<file path="src/rtl/crc_qsys_mem_crc_reader.sv">
// Avalon-MM read master computing IEEE CRC-32 over a block of memory words.
// Define CRC_QSYS_MEM_CRC_READER_TIMEOUT_EN to enable the stall timeout.
module crc_qsys_mem_crc_reader #(
  parameter int ADDR_W         = 10,
  parameter int MAX_PENDING    = 4,
  parameter int TIMEOUT_CYCLES = 256
) (
  input  logic              clk,
  input  logic              reset,
  input  logic              start,
  input  logic [ADDR_W-1:0] base_addr,
  input  logic [ADDR_W:0]   num_words,
  output logic              busy,
  output logic              done,
  output logic [31:0]       crc_out,
  output logic              error,
  output logic [ADDR_W-1:0] avm_address,
  output logic              avm_read,
  output logic [3:0]        avm_byteenable,
  input  logic              avm_waitrequest,
  input  logic [31:0]       avm_readdata,
  input  logic              avm_readdatavalid
);

  localparam logic [31:0] POLY = 32'hEDB88320;

  typedef enum logic [1:0] {
    S_IDLE,
    S_RUN,
    S_FINISH
  } state_t;

  state_t r_state;
  state_t w_state_nxt;

  logic [ADDR_W-1:0] r_addr;
  logic [ADDR_W:0]   r_num;
  logic [ADDR_W:0]   r_issue;
  logic [ADDR_W:0]   r_recv;
  logic [3:0]        r_pend;
  logic [31:0]       r_crc;
  logic [31:0]       r_crc_out;

  logic            w_idle;
  logic            w_run;
  logic            w_fin;
  logic            w_acc;
  logic            w_ret;
  logic            w_last;
  logic            w_timeout;
  logic [ADDR_W:0] w_recv_nxt;
  logic [31:0]     w_crc_nxt;

  // Bits enter LSB first: byte 0 bit 0 up to byte 3 bit 7.
  function automatic logic [31:0] crc32_step(
    input logic [31:0] c,
    input logic [31:0] d
  );
    logic [31:0] r;
    logic        b;
    r = c;
    for (int i = 0; i < 32; i++) begin
      b = r[0] ^ d[i];
      r = r >> 1;
      if (b) r = r ^ POLY;
    end
    return r;
  endfunction

  assign w_idle = (r_state == S_IDLE);
  assign w_run  = (r_state == S_RUN);
  assign w_fin  = (r_state == S_FINISH);

  assign avm_read = w_run
                  && (r_issue < r_num)
                  && (r_pend < 4'(MAX_PENDING));
  assign avm_address    = r_addr;
  assign avm_byteenable = 4'b1111;

  assign w_acc      = avm_read & ~avm_waitrequest;
  assign w_ret      = w_run & avm_readdatavalid;
  assign w_recv_nxt = r_recv + (ADDR_W+1)'(w_ret);
  assign w_crc_nxt  = w_ret ? crc32_step(r_crc, avm_readdata)
                            : r_crc;
  assign w_last     = w_run && (w_recv_nxt == r_num);

  assign busy    = w_run;
  assign done    = w_fin;
  assign crc_out = r_crc_out;

`ifdef CRC_QSYS_MEM_CRC_READER_TIMEOUT_EN
  localparam int SW = $clog2(TIMEOUT_CYCLES + 1);

  logic [SW-1:0] r_stall;
  logic          r_err;

  assign w_timeout = w_run && !w_acc && !w_ret
                  && (r_stall == SW'(TIMEOUT_CYCLES - 1));
  assign error = r_err;

  always_ff @(posedge clk) begin
    if (reset) begin
      r_stall <= '0;
      r_err   <= 1'b0;
    end else begin
      unique case (1'b1)
        w_idle: begin
          if (start) begin
            r_stall <= '0;
            r_err   <= 1'b0;
          end
        end
        w_run: begin
          if (w_acc || w_ret) r_stall <= '0;
          else                r_stall <= r_stall + SW'(1);
          if (w_timeout) r_err <= 1'b1;
        end
        default: ;
      endcase
    end
  end
`else
  logic w_unused_to;
  assign w_unused_to = (TIMEOUT_CYCLES != 0);
  assign w_timeout   = 1'b0;
  assign error       = 1'b0;
`endif

  always_ff @(posedge clk) begin
    if (reset) r_state <= S_IDLE;
    else       r_state <= w_state_nxt;
  end

  always_comb begin
    w_state_nxt = r_state;
    unique case (1'b1)
      w_idle: begin
        if (start)
          w_state_nxt = (num_words == '0) ? S_FINISH : S_RUN;
      end
      w_run: begin
        if (w_timeout || w_last) w_state_nxt = S_FINISH;
      end
      w_fin:   w_state_nxt = S_IDLE;
      default: w_state_nxt = S_IDLE;
    endcase
  end

  always_ff @(posedge clk) begin
    if (reset) begin
      r_addr    <= '0;
      r_num     <= '0;
      r_issue   <= '0;
      r_recv    <= '0;
      r_pend    <= '0;
      r_crc     <= '0;
      r_crc_out <= '0;
    end else begin
      unique case (1'b1)
        w_idle: begin
          if (start) begin
            r_addr  <= base_addr;
            r_num   <= num_words;
            r_issue <= '0;
            r_recv  <= '0;
            r_pend  <= '0;
            r_crc   <= 32'hFFFFFFFF;
            if (num_words == '0) r_crc_out <= '0;
          end
        end
        w_run: begin
          if (w_acc) begin
            r_issue <= r_issue + (ADDR_W+1)'(1);
            r_addr  <= r_addr + ADDR_W'(1);
          end
          unique case ({w_acc, w_ret})
            2'b10:   r_pend <= r_pend + 4'd1;
            2'b01:   r_pend <= r_pend - 4'd1;
            default: ;
          endcase
          r_recv <= w_recv_nxt;
          r_crc  <= w_crc_nxt;
          // A timed-out block reports a zero CRC rather than a partial one.
          if (w_timeout)   r_crc_out <= '0;
          else if (w_last) r_crc_out <= ~w_crc_nxt;
        end
        default: ;
      endcase
    end
  end

endmodule

</file>
<file path="config.mk">
export PLATFORM = sky130hd
export DESIGN_NAME = crc_qsys_mem_crc_reader
export DESIGN_NICKNAME = d
export VERILOG_FILES = /design/src/rtl/crc_qsys_mem_crc_reader.sv
export SDC_FILE = /design/constraint.sdc
export NUM_CORES = 1
export LEC_CHECK = 0
export ABC_AREA = 1
export BUFFER_PORTS_ARGS = -buffer_cell sky130_fd_sc_hd__clkbuf_2
export CORE_AREA = 2 2 175 245
export CTS_BUF_LIST = sky130_fd_sc_hd__clkbuf_4 sky130_fd_sc_hd__clkbuf_8
export DETAILED_ROUTE_END_ITERATION = 12
export DIE_AREA = 0 0 177 247
export HOLD_SLACK_MARGIN = 0.1
export PLACE_DENSITY_LB_ADDON = 0.3
export SYNTH_ARGS = -nofsm -noshare
export SYNTH_HDL_FRONTEND = slang
export SYNTH_SLANG_ARGS = --single-unit
</file>
<file path="constraint.sdc">
create_clock -name clk -period 8.9 [get_ports clk]
set_input_delay 0.445 -clock clk [delete_from_list [all_inputs] [get_ports clk]]
set_output_delay 0.445 -clock clk [all_outputs]
set_load 0.02 [all_outputs]
</file>
==> results.yml, run 1 <==
clock_network:
  clkTransAtPathRegs_ns: 0.08
  cts_made_buffers: 17
  cts_tree: "done"
  htreeDepth: 4
  clock-sinks: 113
  post_cts_buffers: 0
  insertion_delay_ns: 0.45
  clockBufferDepth: 2
  cts_hold_buffers: 0
  cts_root_buf: "clkbuf_8"
  post_cts_resized: 0
grt:
  grt_pass1_vias: 10254
  grt_max_degree: 86
  grtUsageTotal_pct: 17.1
  antenna_found_initial: 1
  overflow: 0
  grt_first_pass_wirelength_microns: 57500
flow_run:
  cap_viol_max_count: 0
worst_setup_path:
  crit_required_ns: 9.28
  criticalPathCategory: "flip-flop to flip-flop"
  arrival_ns: 4.32
  cp_max_fo: 21
  end_kind: "flip-flop"
  critPathLaunchType: "flip-flop"
synth:
  synth_top_area_cell: "dfxtp_1"
  synth-simple-area-share_pct: 41.7
  synth_xor_area_share_pct: 12.9
  syn_area_sq_um: 10300
  synth-edff-count: 0
  synth_mux_area_share_pct: 0
  synth_compound_area_share_pct: 13.2
  synth.distinct_cells: 50
  avgSynthCellArea_sq_um: 6.34
  yosysTopAreaCellShare_pct: 22.0
  ys.warnings.count: 0
  synth_top_family_by_area: "simple AND/OR/NAND/NOR gates"
  netlist_top_cells_count: "503 x nand2_1, 147 x a21oi_1, 141 x nand3_1, 124 x inv_1, 113 x dfxtp_1"
  postSynthCellCount: 1620
  synthAdderAreaFrac_pct: 2.14
  async_reset_ff_share_pct: 0
  synth-main-ff-cell: "dfxtp_1"
  ys_top_cells_by_area: "dfxtp_1 22%, nand2_1 18%, xor2_1 9.0%"
  yosysMostFrequentCell: "nand2_1"
  yosys_register_bits: 113
  seq_area_frac_synth_pct: 22.0
floorplanning:
  num_io_pins: 108
  chipHeight_microns: 247
  die_w_microns: 177
  std_cell_rows: 89
  start_util_pct: 24.6
  core-area_sq_um: 41800
  dieArea_sq_um: 43700
timing:
  relSlewSlack_pct: 29.8
  post-route-min-period_ns: 3.94
  slew_violations: 0
  setup_viol: 0
  final_hold_viol_count: 0
  finalCritPeriodShare_pct: 44.3
  timing.fmax_mhz: 254
  setup_tns_ns: 0
  worst_slew_pin_slew_ns: 1.05
  fin_skew_ns: 0.0138
  rsz0062_at_grt: "no"
cells_and_area:
  fin_nets: 1782
  syn_to_final_growth_pct: 14.2
  drive_above_1_share_pct: 20.2
route:
  vias_per_cell: 4.69
  drc_errors: 0
  final_antenna_net_count: 0
  drt_pass1_iterations: 5
  dr_total_vias: 10638
  routed_wl_microns: 36800
  routedWlPerCell_microns: 16.2
  drt_iter0_drc: 566
placement:
  gp_congestion: 0.937
  io_buffers: 102
  dp_hpwl_microns: 30300
run_status:
  outcome: "complete, no violations"
worst_hold_path:
  hold_path_class: "primary input to flip-flop"
==> cell type report <==
| cell class | instances | area (sq um) |
|---|---|---|
| clock buffer | 22 | 297 |
| antenna | 1 | 2.50 |
| multi-input combinational | 1301 | 7220 |
| clock inverter | 9 | 82.6 |
| inverter | 166 | 628 |
| timing repair buffer | 108 | 556 |
| tap | 546 | 683 |
| fill | 4701 | 30000 |
| sequential | 113 | 2260 |
==> path summary, 6_finish.rpt <==
path                                 start                           to  slack, ns  cells past startpoint
setup / recovery     r_num[2]$_SDFFE_PP0P_      r_issue[9]$_SDFFE_PP0P_       4.96                     17
hold / removal                base_addr[9]  avm_address[9]$_SDFFE_PP0P_       0.25                      3
setup reg to reg     r_num[2]$_SDFFE_PP0P_      r_issue[9]$_SDFFE_PP0P_       4.96                     17
hold reg to reg   r_issue[10]$_SDFFE_PP0P_     r_issue[10]$_SDFFE_PP0P_       0.46                      1
==> kinds of logic after synthesis <==
group,count (synthesis)
AOI/OAI and AO/OA,258
and+or+nand+nor,878
adders and majority gates,17
other,2
xor gates and xnor gates,143
DFF,113
buffers and inverters,209
==> worst max-delay path, cell delays in order, from the launching register on <==
cell and delay [ns]:
dfxtp_1 0.35, inv_1 0.07, ha_1 0.30, a21oi_1 0.12
nand2_1 0.08, nand3_1 0.07, o2111ai_1 0.18, nor4_1 0.50
nand2_1 0.23, nand2_1 0.53, inv_1 0.29, nor2_1 0.21
nand3_1 0.15, nor3_1 0.28, nand2_1 0.12, nor2_1 0.15
a21oi_1 0.09, nor3_1 0.14
==> sequential cells by signal, indices dropped and copies added (netlist names) <==
signal	count
r_state	2
avm_address	10
r_issue	11
r_pend	4
r_num	11
crc_out	32
r_recv	11
r_crc	32
==> routing by layer <==
metal / vias to the layer above / global-route usage [%] / wire, microns
met3: 61 / 2.17 / 1450
met2: 244 / 31.6 / 19000
met1: 4956 / 19.4 / 14900
li1: 5377 / - / -
met4: 0 / 7.61 / 1440
met5: - / 0 / 0
==> per-stage QoR <==
step	utilization (%)	std cells	instance area, sq um	hold slack, ns	setup slack (ns)
finish	28.1	2266	11700	0.254	4.96
global route	28.1	2266	11700	0.235	4.38
floorplan	-	1623	10300	0.426	5.31
global placement	27.2	2234	11300	0.439	5.07
detailed placement	27.2	2234	11300	0.446	4.85
CTS	28.1	2265	11700	0.226	4.90
==> cell usage in the layout (no fill, tap or decap), types with 3 or more instances in the layout <==
master / n
nand4_1: 6
clkinv_2: 4
or2_2: 4
dfxtp_1: 113
nor2_2: 3
a31oi_1: 4
buf_4: 6
a21oi_1: 147
clkbuf_8: 21
nand3b_1: 9
nor2_1: 44
nor3_1: 11
nand3_1: 141
o21ai_0: 82
or2_1: 4
ha_1: 16
nand3_4: 3
nor2_4: 3
conb_1: 5
inv_1: 123
o21ai_1: 6
nand2_2: 82
nor4_1: 6
nand2_4: 34
nand3_2: 19
inv_2: 41
xor2_1: 106
nand2_1: 503
xnor2_1: 29
xor2_2: 6
a211oi_1: 5
clkbuf_2: 102
Power of run 1 is not shown: default switching activity piles up to over one toggle a cycle in this logic, so the estimate is an artifact.
==> run 2: changes to the inputs <==
==> constraint.sdc (replaced) <==
create_clock -name clk -period 3.9 [get_ports clk]
set_input_delay 0.195 -clock clk [delete_from_list [all_inputs] [get_ports clk]]
set_output_delay 0.195 -clock clk [all_outputs]
set_load 0.02 [all_outputs]
==> run 2 against run 1 <==
Compared with the run above: cell count is 1.4% higher; fmax is 6.8% higher; final area is 2.6% higher; flip-flop and latch count stayed put; clock-buffer cell count is 4 lower; global-route usage is 0.085 points lower; wire length is 0.82% higher; worst hold slack worse by 0.13 ns; sequential share of layout area is 0.49 points lower; register-to-register slack worse by 4.7 ns; via count is 0.51% lower; first-iteration DRC count is 0.18% higher.
==> results.yml, run 2 (synthesized netlist as in run 1, its figures left out) <==
floorplanning:
  chipHeight_microns: 247
  dieArea_sq_um: 43700
  start_util_pct: 24.6
  num_io_pins: 108
  core-area_sq_um: 41800
  std_cell_rows: 89
  die_w_microns: 177
clock_network:
  clock-sinks: 113
  htreeDepth: 4
  clockBufferDepth: 2
  cts_tree: "done"
  cts_root_buf: "clkbuf_8"
  cts_made_buffers: 17
  insertion_delay_ns: 0.46
  clkTransAtPathRegs_ns: 0.09
  post_cts_buffers: 0
worst_setup_path:
  end_kind: "flip-flop"
  crit_path_end: "crc_out[3]$_SDFFE_PP0P_"
  crit_required_ns: 4.23
  cp_max_fo: 7
  r2r_end: "crc_out[3]$_SDFFE_PP0P_"
  reg2reg_depth: 22
  reg2reg_slack_ns: 0.21
  reg2reg_from: "r_crc[4]$_SDFFE_PP0P_"
  criticalPathCategory: "flip-flop to flip-flop"
  critPathLaunchType: "flip-flop"
  startpoint: "r_crc[4]$_SDFFE_PP0P_"
  arrival_ns: 4.02
cells_and_area:
  layout_commonest_cell: "nand2_1"
  layout_common_cells: "503 x nand2_1, 147 x a21oi_1, 141 x nand3_1"
  syn_to_final_growth_pct: 17.2
  seqCellArea_sq_um: 2260
  final_area_sq_um: 12000
  finalNonFillerCells: 2298
  multi_input_area_sq_um: 7220
  drive_above_1_share_pct: 20.6
  fin_nets: 1813
  n_fill_cell: 4658
timing:
  relSlewSlack_pct: 47.6
  fin_skew_ns: 0.0182
  setup_tns_ns: 0
  setup_viol: 0
  finalCritPeriodShare_pct: 94.7
  timing.fmax_mhz: 271
  slew_violations: 0
  rsz0062_at_grt: "no"
  post-route-min-period_ns: 3.69
  final_hold_viol_count: 0
  worst_slew_pin_slew_ns: 0.785
  holdWs_ns: 0.122
grt:
  grt_util_met2_pct: 31.9
  grt_pass1_vias: 10299
  grtUsageMet3_pct: 2.26
  globalRoute.busiestLayer: "met2"
  overflow: 0
  grt_util_met1_pct: 18.5
  antenna_found_initial: 1
  grt_first_pass_wirelength_microns: 57200
  grtUsageTotal_pct: 17.0
  grt_max_degree: 53
worst_hold_path:
  hold_path_class: "primary input to flip-flop"
placement:
  gp_congestion: 0.933
  dpl_cell_area_sq_um: 11400
  io_buffers: 102
  placedCellCount: 2245
  dp_hpwl_microns: 30300
route:
  dr_total_vias: 10584
  drc_errors: 0
  routed_wl_microns: 37100
  drt_pass1_iterations: 5
  vias_per_cell: 4.61
  drt_iter0_drc: 567
  routedWlPerCell_microns: 16.1
  final_antenna_net_count: 0
run_status:
  outcome: "complete, no violations"
flow_run:
  cap_viol_max_count: 0
run 2: cell types whose count changed in the layout (fill, tap and decap cells not counted), sizes merged:
cell and delta:
clkinv -4, clkbuf -4, inv +4, clkinvlp +4, buf +11, dlygate4sd3 +20, bufinv +1
run 2: layout make-up:
type                    instances  share of cell area, %
clock inverters                14                   1.28
flip-flops and latches        113                   18.8
well taps                     546                   5.68
multi-input cells            1301                   60.0
repair buffers                139                   6.97
inverters                     166                   5.22
clock buffers                  18                   2.06
diodes                          1                 0.0208
run 2: critical path: stages (launching register included):
cell and delay (ns):
dfxtp_1 0.42, inv_1 0.08, nand2_1 0.06, nand2_1 0.20, nand2_1 0.18, nand3_2 0.16, nand2_4 0.15, nand3_1 0.18
nand2_2 0.21, nand2_1 0.12, nand3_2 0.11, nand2_4 0.10, nand2_1 0.10, nand2_1 0.05, nand2_1 0.05, nand2_1 0.23
nand2_1 0.20, nand2_4 0.11, xnor2_1 0.21, xor2_1 0.30, nand2_1 0.16, nand2_1 0.10, a21oi_1 0.06
run 2: worst min-delay path by stage:
stage          slack (ns)  cells after the start                      from                     endpoint
4_1_cts              0.11                      4           avm_waitrequest      r_issue[1]$_SDFFE_PP0P_
3_5_place_dp         0.46                      1  r_issue[10]$_SDFFE_PP0P_     r_issue[10]$_SDFFE_PP0P_
6_report             0.12                      4           avm_waitrequest      r_issue[1]$_SDFFE_PP0P_
2_1_floorplan        0.36                      2              base_addr[1]  avm_address[1]$_SDFFE_PP0P_
3_3_place_gp         0.45                      1  r_issue[10]$_SDFFE_PP0P_     r_issue[10]$_SDFFE_PP0P_
5_1_grt              0.13                      4           avm_waitrequest      r_issue[1]$_SDFFE_PP0P_
run 2: per-layer routing:
layer / part of all wire, % / wire (microns)
met5: 0 / 0
met4: 4.8 / 1800
met1: 40 / 14900
met2: 51 / 19100
met3: 3.7 / 1360
run 2: repair_timing:
item,4_1_cts,5_1_grt
hold buffers,20,0
gates resized for setup,0,0
hold endpoints to repair,20,0
run 2: per-stage QoR:
| step | worst slack (ns) | util [%] |
|---|---|---|
| after global placement | 0.320 | 27.4 |
| after global routing | 0.00881 | 28.8 |
| after floorplan | 0.308 | - |
| after CTS | 0.239 | 28.8 |
| after detailed placement | 0.304 | 27.4 |
| final | 0.208 | 28.8 |
Power of run 2 is left out for the same reason.
